--- src/rtl/lifo_pkg.sv ---
// -----------------------------------------------------------------------------
// lifo_pkg
//   Shared definitions for the LIFO command path.
//   - opcode_e : command opcodes carried in the upper field of the LIFO
//                command vector.
//   - state_e  : state encoding of the lifo_cmd_gen request FSM.
//   - log2     : ceiling log2, used to size occupancy counters.
// -----------------------------------------------------------------------------
package lifo_pkg;

    // Opcode field of the {opcode, data} command vector.
    typedef enum logic [1:0] {
        DO_NOTHING = 2'b00,
        POP        = 2'b01,
        PUSH       = 2'b10,
        INVALID    = 2'b11   // reserved, never emitted
    } opcode_e;

    // Request FSM states.
    typedef enum logic [1:0] {
        ST_IDLE  = 2'b00,    // ready for a host request
        ST_ISSUE = 2'b01,    // command is on vector_out this cycle
        ST_WAIT  = 2'b10     // pop only: waiting for LIFO data_out to settle
    } state_e;

    // Ceiling log2; returns 0 for values <= 1.
    function automatic int log2(input int value);
        int result;
        int span;
        result = 0;
        span   = 1;
        while (span < value) begin
            span   = span * 2;
            result = result + 1;
        end
        return result;
    endfunction

endpackage : lifo_pkg

--- src/rtl/lifo_occ_counter.sv ---
// -----------------------------------------------------------------------------
// lifo_occ_counter
//   Up/down occupancy counter that mirrors the fill level of the attached LIFO.
//   The count is held at its bounds: an inc at full or a dec at empty is
//   ignored, and simultaneous inc/dec cancel out.
//
// Ports
//   clk    in   rising-edge clock
//   reset  in   synchronous, active-high; clears the count
//   inc    in   one entry was pushed
//   dec    in   one entry was popped
//   count  out  current occupancy, 0..NUM_ENTRIES
//   full   out  count == NUM_ENTRIES
//   empty  out  count == 0
// -----------------------------------------------------------------------------
module lifo_occ_counter
    import lifo_pkg::*;
#(
    parameter int NUM_ENTRIES = 4,
    parameter int CNT_WIDTH   = log2(NUM_ENTRIES) + 1
) (
    input  logic                 clk,
    input  logic                 reset,
    input  logic                 inc,
    input  logic                 dec,
    output logic [CNT_WIDTH-1:0] count,
    output logic                 full,
    output logic                 empty
);

    localparam logic [CNT_WIDTH-1:0] MAX_COUNT = CNT_WIDTH'(NUM_ENTRIES);

    assign full  = (count == MAX_COUNT);
    assign empty = (count == '0);

    // NOTE: sequential state is written with non-blocking assignments only, so
    // every always_ff reads the pre-edge value of every register.
    always_ff @(posedge clk) begin
        if (reset) begin
            count <= '0;
        end else if (inc && !dec && !full) begin
            count <= count + 1'b1;
        end else if (dec && !inc && !empty) begin
            count <= count - 1'b1;
        end
    end

endmodule : lifo_occ_counter

--- src/rtl/lifo_cmd_gen.sv ---
// -----------------------------------------------------------------------------
// lifo_cmd_gen
//   Command-side driver for a LIFO. Accepts push/pop requests from a host over
//   a valid/ready handshake, encodes them as one-cycle {opcode, data} commands
//   for the LIFO's vector_in port, and returns a one-cycle response carrying
//   the popped value. Over- and under-flow are caught against a local
//   occupancy count before any command is issued.
//
//   Optional feature macro: LIFO_CMD_GEN_ERR_EN
//     defined   : an illegal request (push at full, pop at empty) produces a
//                 response with rsp_err=1 on the following cycle.
//     undefined : illegal requests are consumed silently, rsp_err is tied 0.
//   The command stream and count are the same in both builds.
//
// Ports
//   clk           in   rising-edge clock
//   reset         in   synchronous, active-high
//   req_valid     in   host request present
//   req_op        in   0 = push, 1 = pop
//   req_data      in   push payload (ignored for pop)
//   req_ready     out  request can be accepted (IDLE only, registered)
//   vector_out    out  {opcode, data} command to LIFO vector_in
//   lifo_data_in  in   LIFO data_out
//   rsp_valid     out  one-cycle response pulse
//   rsp_data      out  popped value, 0 for push or error
//   rsp_err       out  request was rejected
//   count         out  current occupancy, 0..NUM_ENTRIES
// -----------------------------------------------------------------------------
module lifo_cmd_gen
    import lifo_pkg::*;
#(
    parameter int DATA_WIDTH   = 4,
    parameter int NUM_ENTRIES  = 4,
    parameter int OPCODE_WIDTH = 2,
    parameter int CNT_WIDTH    = log2(NUM_ENTRIES) + 1
) (
    input  logic                               clk,
    input  logic                               reset,
    input  logic                               req_valid,
    input  logic                               req_op,
    input  logic [DATA_WIDTH-1:0]              req_data,
    output logic                               req_ready,
    output logic [OPCODE_WIDTH+DATA_WIDTH-1:0] vector_out,
    input  logic [DATA_WIDTH-1:0]              lifo_data_in,
    output logic                               rsp_valid,
    output logic [DATA_WIDTH-1:0]              rsp_data,
    output logic                               rsp_err,
    output logic [CNT_WIDTH-1:0]               count
);

    localparam logic [OPCODE_WIDTH-1:0] OP_NONE = OPCODE_WIDTH'(DO_NOTHING);
    localparam logic [OPCODE_WIDTH-1:0] OP_POP  = OPCODE_WIDTH'(POP);
    localparam logic [OPCODE_WIDTH-1:0] OP_PUSH = OPCODE_WIDTH'(PUSH);

`ifdef LIFO_CMD_GEN_ERR_EN
    localparam bit ERR_EN = 1'b1;
`else
    localparam bit ERR_EN = 1'b0;
`endif

    state_e state;
    logic   pending_pop;   // operation of the command currently in flight
    logic   full;
    logic   empty;
    logic   accept;
    logic   legal;
    logic   do_push;
    logic   do_pop;

    // ------------------------------------------------------------------
    // Request decode. req_ready is only ever high in IDLE, so an accept
    // always belongs to the IDLE state.
    // ------------------------------------------------------------------
    assign accept  = req_valid && req_ready;
    assign legal   = req_op ? !empty : !full;
    assign do_push = accept && legal && !req_op;
    assign do_pop  = accept && legal &&  req_op;

    // The counter moves on the accept edge, so count already reflects the
    // command while it is on vector_out.
    lifo_occ_counter #(
        .NUM_ENTRIES (NUM_ENTRIES),
        .CNT_WIDTH   (CNT_WIDTH)
    ) u_occ_counter (
        .clk   (clk),
        .reset (reset),
        .inc   (do_push),
        .dec   (do_pop),
        .count (count),
        .full  (full),
        .empty (empty)
    );

    // ------------------------------------------------------------------
    // Request FSM with registered outputs.
    // ------------------------------------------------------------------
    always_ff @(posedge clk) begin
        if (reset) begin
            state       <= ST_IDLE;
            pending_pop <= 1'b0;
            req_ready   <= 1'b0;
            vector_out  <= {OP_NONE, {DATA_WIDTH{1'b0}}};
            rsp_valid   <= 1'b0;
            rsp_data    <= '0;
        end else begin
            // Command and response are single-cycle pulses; each state below
            // only overrides these defaults on the cycle it raises one.
            vector_out <= {OP_NONE, {DATA_WIDTH{1'b0}}};
            rsp_valid  <= 1'b0;
            rsp_data   <= '0;

            case (state)
                ST_IDLE: begin
                    req_ready <= 1'b1;
                    if (accept) begin
                        if (legal) begin
                            pending_pop <= req_op;
                            req_ready   <= 1'b0;
                            state       <= ST_ISSUE;
                            vector_out  <= req_op ? {OP_POP, {DATA_WIDTH{1'b0}}}
                                                  : {OP_PUSH, req_data};
                        end else begin
                            // Rejected: nothing issued, stay ready for a
                            // back-to-back request.
                            rsp_valid <= ERR_EN;
                        end
                    end
                end

                ST_ISSUE: begin
                    if (pending_pop) begin
                        // The LIFO registers data_out on this edge; sample it
                        // one cycle later from WAIT.
                        state <= ST_WAIT;
                    end else begin
                        rsp_valid <= 1'b1;
                        req_ready <= 1'b1;
                        state     <= ST_IDLE;
                    end
                end

                ST_WAIT: begin
                    rsp_valid <= 1'b1;
                    rsp_data  <= lifo_data_in;
                    req_ready <= 1'b1;
                    state     <= ST_IDLE;
                end

                default: begin
                    req_ready <= 1'b0;
                    state     <= ST_IDLE;
                end
            endcase
        end
    end

    // ------------------------------------------------------------------
    // Error flag: registered alongside rsp_valid when enabled, constant 0
    // otherwise.
    // ------------------------------------------------------------------
`ifdef LIFO_CMD_GEN_ERR_EN
    always_ff @(posedge clk) begin
        if (reset) begin
            rsp_err <= 1'b0;
        end else begin
            rsp_err <= accept && !legal;
        end
    end
`else
    assign rsp_err = 1'b0;
`endif

endmodule : lifo_cmd_gen

--- config.mk ---
export PLATFORM = sky130hd
export DESIGN_NAME = lifo_cmd_gen
export DESIGN_NICKNAME = d
export VERILOG_FILES = /design/src/rtl/lifo_pkg.sv /design/src/rtl/lifo_occ_counter.sv /design/src/rtl/lifo_cmd_gen.sv
export SDC_FILE = /design/constraint.sdc
export NUM_CORES = 1
export LEC_CHECK = 0
export CORE_MARGIN = 8
export CORE_UTILIZATION = 43
export DETAILED_ROUTE_END_ITERATION = 10
export HOLD_SLACK_MARGIN = 0.1
export MAX_ROUTING_LAYER = met4
export PLACE_DENSITY = 0.8
export SLEW_MARGIN = 25
export SYNTH_ARGS = -nofsm -noshare
export SYNTH_HDL_FRONTEND = slang
export SYNTH_HIERARCHICAL = 1
export SYNTH_SLANG_ARGS = --single-unit
--- constraint.sdc ---
create_clock -name clk -period 3.5 [get_ports clk]
set_clock_uncertainty 0.15 [all_clocks]
set_input_delay 0.35 -clock clk [delete_from_list [all_inputs] [get_ports clk]]
set_output_delay 0.35 -clock clk [all_outputs]
set_load 0.03 [all_outputs]
==> flow_metrics.py <==
metrics = {
    "routing": {
        "drt-initial-drc-count": 4,
        "viasPerCell": 4.88,
        "wl_per_cell_um": 12.8,
        "wirelength_um": 1710,
        "first_pass_iters": 2,
        "vias": 649,
        "ant_nets": 0,
        "drc": 0,
    },
    "timing": {
        "min_period_ns": 2.87,
        "slew_viol_final": 0,
        "finalSetupViolCount": 0,
        "post-route-period-util_pct": 82.1,
        "timing.slew.headroom_pct": 61.9,
        "fmax_mhz": 348,
        "rsz0062_at_grt": "false",
        "layout_setup_ws_ns": 0.627,
        "setup_tns_ns": 0,
        "hold_viol": 0,
        "tightest_slew_ns": 0.571,
    },
    "worst_setup_path": {
        "cp_max_fo": 5,
        "r2r_slack_ns": 0.63,
        "end_kind": "flop",
        "path_class": "flop to flop",
        "r2r_end": "u_occ_counter/count[2]",
        "reg2reg_depth": 8,
        "worstPathArrival_ns": 2.91,
        "r2r-start": "u_occ_counter/count[0]",
        "required_ns": 3.53,
        "startpoint_type": "flop",
    },
    "clocking": {
        "cts_setup_buffers": 0,
        "cts.repair.resized": 0,
        "clk_latency_ns": 0.28,
        "cts.hold.buffers_added": 0,
        "cts_tree": "yes",
        "clockRootBuffer": "clkbuf_4",
        "cts_sinks": 18,
        "cts_buffers": 3,
        "clock_path_buffers": 2,
        "path_clk_slew_ns": 0.09,
        "cts-htree-levels": 1,
    },
    "power_and_ir_drop": {
        "irDropWorstVdd_mv": 0.152,
        "cellPowerDensity_nw_per_um2": 351,
        "leakagePower_nw": 0.428,
    },
    "global_route": {
        "grt.total_usage_pct": 10.8,
        "busiest_layer": "met2",
        "overflow": 0,
        "antenna_found_initial": 0,
        "grt_max_degree": 10,
        "grt_use_met3_pct": 1.74,
        "met1_usage_pct": 12.5,
        "grt_pass1_wl_um": 2820,
        "use_met2_pct": 16.2,
        "grt_pass1_vias": 627,
    },
    "floorplan": {
        "core-area_um2": 1750,
        "start_util_pct": 46.5,
        "rows": 15,
        "dieWidth_um": 59.5,
        "dieArea_um2": 3530,
        "chipHeight_um": 59.5,
        "io_pins": 28,
    },
    "placement": {
        "io_buffers": 26,
        "post-place-ws_ns": 0.413,
        "gp_congestion": 0.843,
        "dp_hpwl_um": 1370,
    },
    "min_path": {
        "min_to": "state[1]",
        "hold_depth": 2,
        "worstHoldStart": "state[1]",
        "hp-class": "flop to flop",
    },
    "final_layout": {
        "multi_input_area_um2": 422,
        "final-seq-area_um2": 360,
        "drive_gt1_share_pct": 9.26,
        "finalNetCount": 127,
        "nFillCells": 164,
        "antenna_cells": 0,
        "area_growth_syn_to_layout_pct": 38.7,
        "final_core_util_pct": 64.5,
    },
    "yosys": {
        "synth-edff-count": 0,
        "synth_fp_nets": 96,
        "synthArstFlopShare_pct": 0,
        "synth_ff_type": "dfxtp_1",
        "ys_warn_count": 6,
        "syn_inst": 79,
        "synth.cell_area_um2": 812,
        "ys_types": 34,
        "yosysSeqAreaShare_pct": 44.4,
        "syn_avg_cell_area_um2": 10.3,
        "ys_ff_latch": 18,
    },
    "outcome": {
        "status": "complete, no violations",
    },
    "job": {
        "cap_violations": 0,
    },
}
where the power goes:
group | total (mW) | internal, mW | switching, mW
combinational | 0.0801 | 0.0375 | 0.0425
clock | 0.0962 | 0.0399 | 0.0563
sequential | 0.219 | 0.212 | 0.00763
per-stage QoR:
step / power, mW / hold slack, ns / cell area (µm²) / instances
final: 0.395 / 0.363 / 1130 / 133
after global routing: 0.417 / 0.395 / 1130 / 133
after CTS: 0.404 / 0.366 / 1130 / 133
after detailed placement: 0.304 / 0.352 / 1100 / 130
after floorplan: 0.270 / 0.269 / 812 / 79
after global placement: 0.302 / 0.340 / 1100 / 130
how the worst max path moves through the flow:
stage                           start                     end  cells after the start
4_1_cts        u_occ_counter/count[0]  u_occ_counter/count[2]                      8
3_5_place_dp                req_valid  u_occ_counter/count[2]                      8
2_1_floorplan  u_occ_counter/count[0]  u_occ_counter/count[2]                      8
6_report       u_occ_counter/count[0]  u_occ_counter/count[2]                      8
5_1_grt        u_occ_counter/count[0]  u_occ_counter/count[2]                      8
3_3_place_gp                req_valid  u_occ_counter/count[2]                      8
critical path, stage by stage (launching register included):
cell and delay [ns]:
dfxtp_1 0.36, or2_1 0.30, nor2_1 0.22, nor3b_1 0.15
or3b_2 0.50, fa_1 0.40, and3b_1 0.21, and3_4 0.18
a2111oi_2 0.31
Yosys cell counts, types with 2 or more instances:
cell | number | share of area, %
ha_1 | 4 | 6.2
and2_1 | 9 | 6.9
nor3_1 | 2 | 1.2
dfxtp_1 | 18 | 44
nand3_1 | 2 | 1.2
nor2b_1 | 2 | 1.5
nand2_1 | 3 | 1.4
xnor2_1 | 2 | 2.2
a21oi_1 | 2 | 1.2
inv_1 | 6 | 2.8
nor3b_1 | 2 | 1.8
mux2i_1 | 2 | 2.5
nor2_1 | 3 | 1.4
o21ai_0 | 2 | 1.2
cell families after synthesis:
family	count (synthesis)	synth area share, %
other cells	1	0.462
xor+xnor	2	2.16
fa+ha+maj	5	8.63
simple gates	34	29.1
mux	2	2.47
buf+inv	7	3.70
flops	18	44.4
compound gates	10	9.09
layout by cell type, fill, tap and decap left out, types with 2 or more instances in the layout:
cell type and n:
nand3_1 2, nor3b_1 2, dfxtp_1 18, a21oi_1 2, nand2_1 3, nor2b_1 2, nor3_1 2, mux2i_1 2
clkdlybuf4s50_1 26, xnor2_1 2, and2_1 9, o21ai_0 2, inv_1 6, clkbuf_4 3, ha_1 4, nor2_1 3
per-layer routing:
layer / up-vias / routed length [µm]
met3: 2 / 119
met5: - / 0
met2: 21 / 760
li1: 328 / -
met4: 0 / 27
met1: 298 / 799
cell type report:
cell class,count,area share (%)
well taps,25,2.78
flip-flops and latches,18,32.0
clock buffers,3,2.00
multi-input cells,54,37.4
repair buffers,27,23.8
inverters,6,2.00
state kept, by name, indices dropped and copies added (netlist names):
register / flops
pending_pop: 1
req_ready: 1
rsp_data: 4
rsp_valid: 1
state: 2
u_occ_counter/count: 3
vector_out: 6
Power figures use the tool's default switching activity.
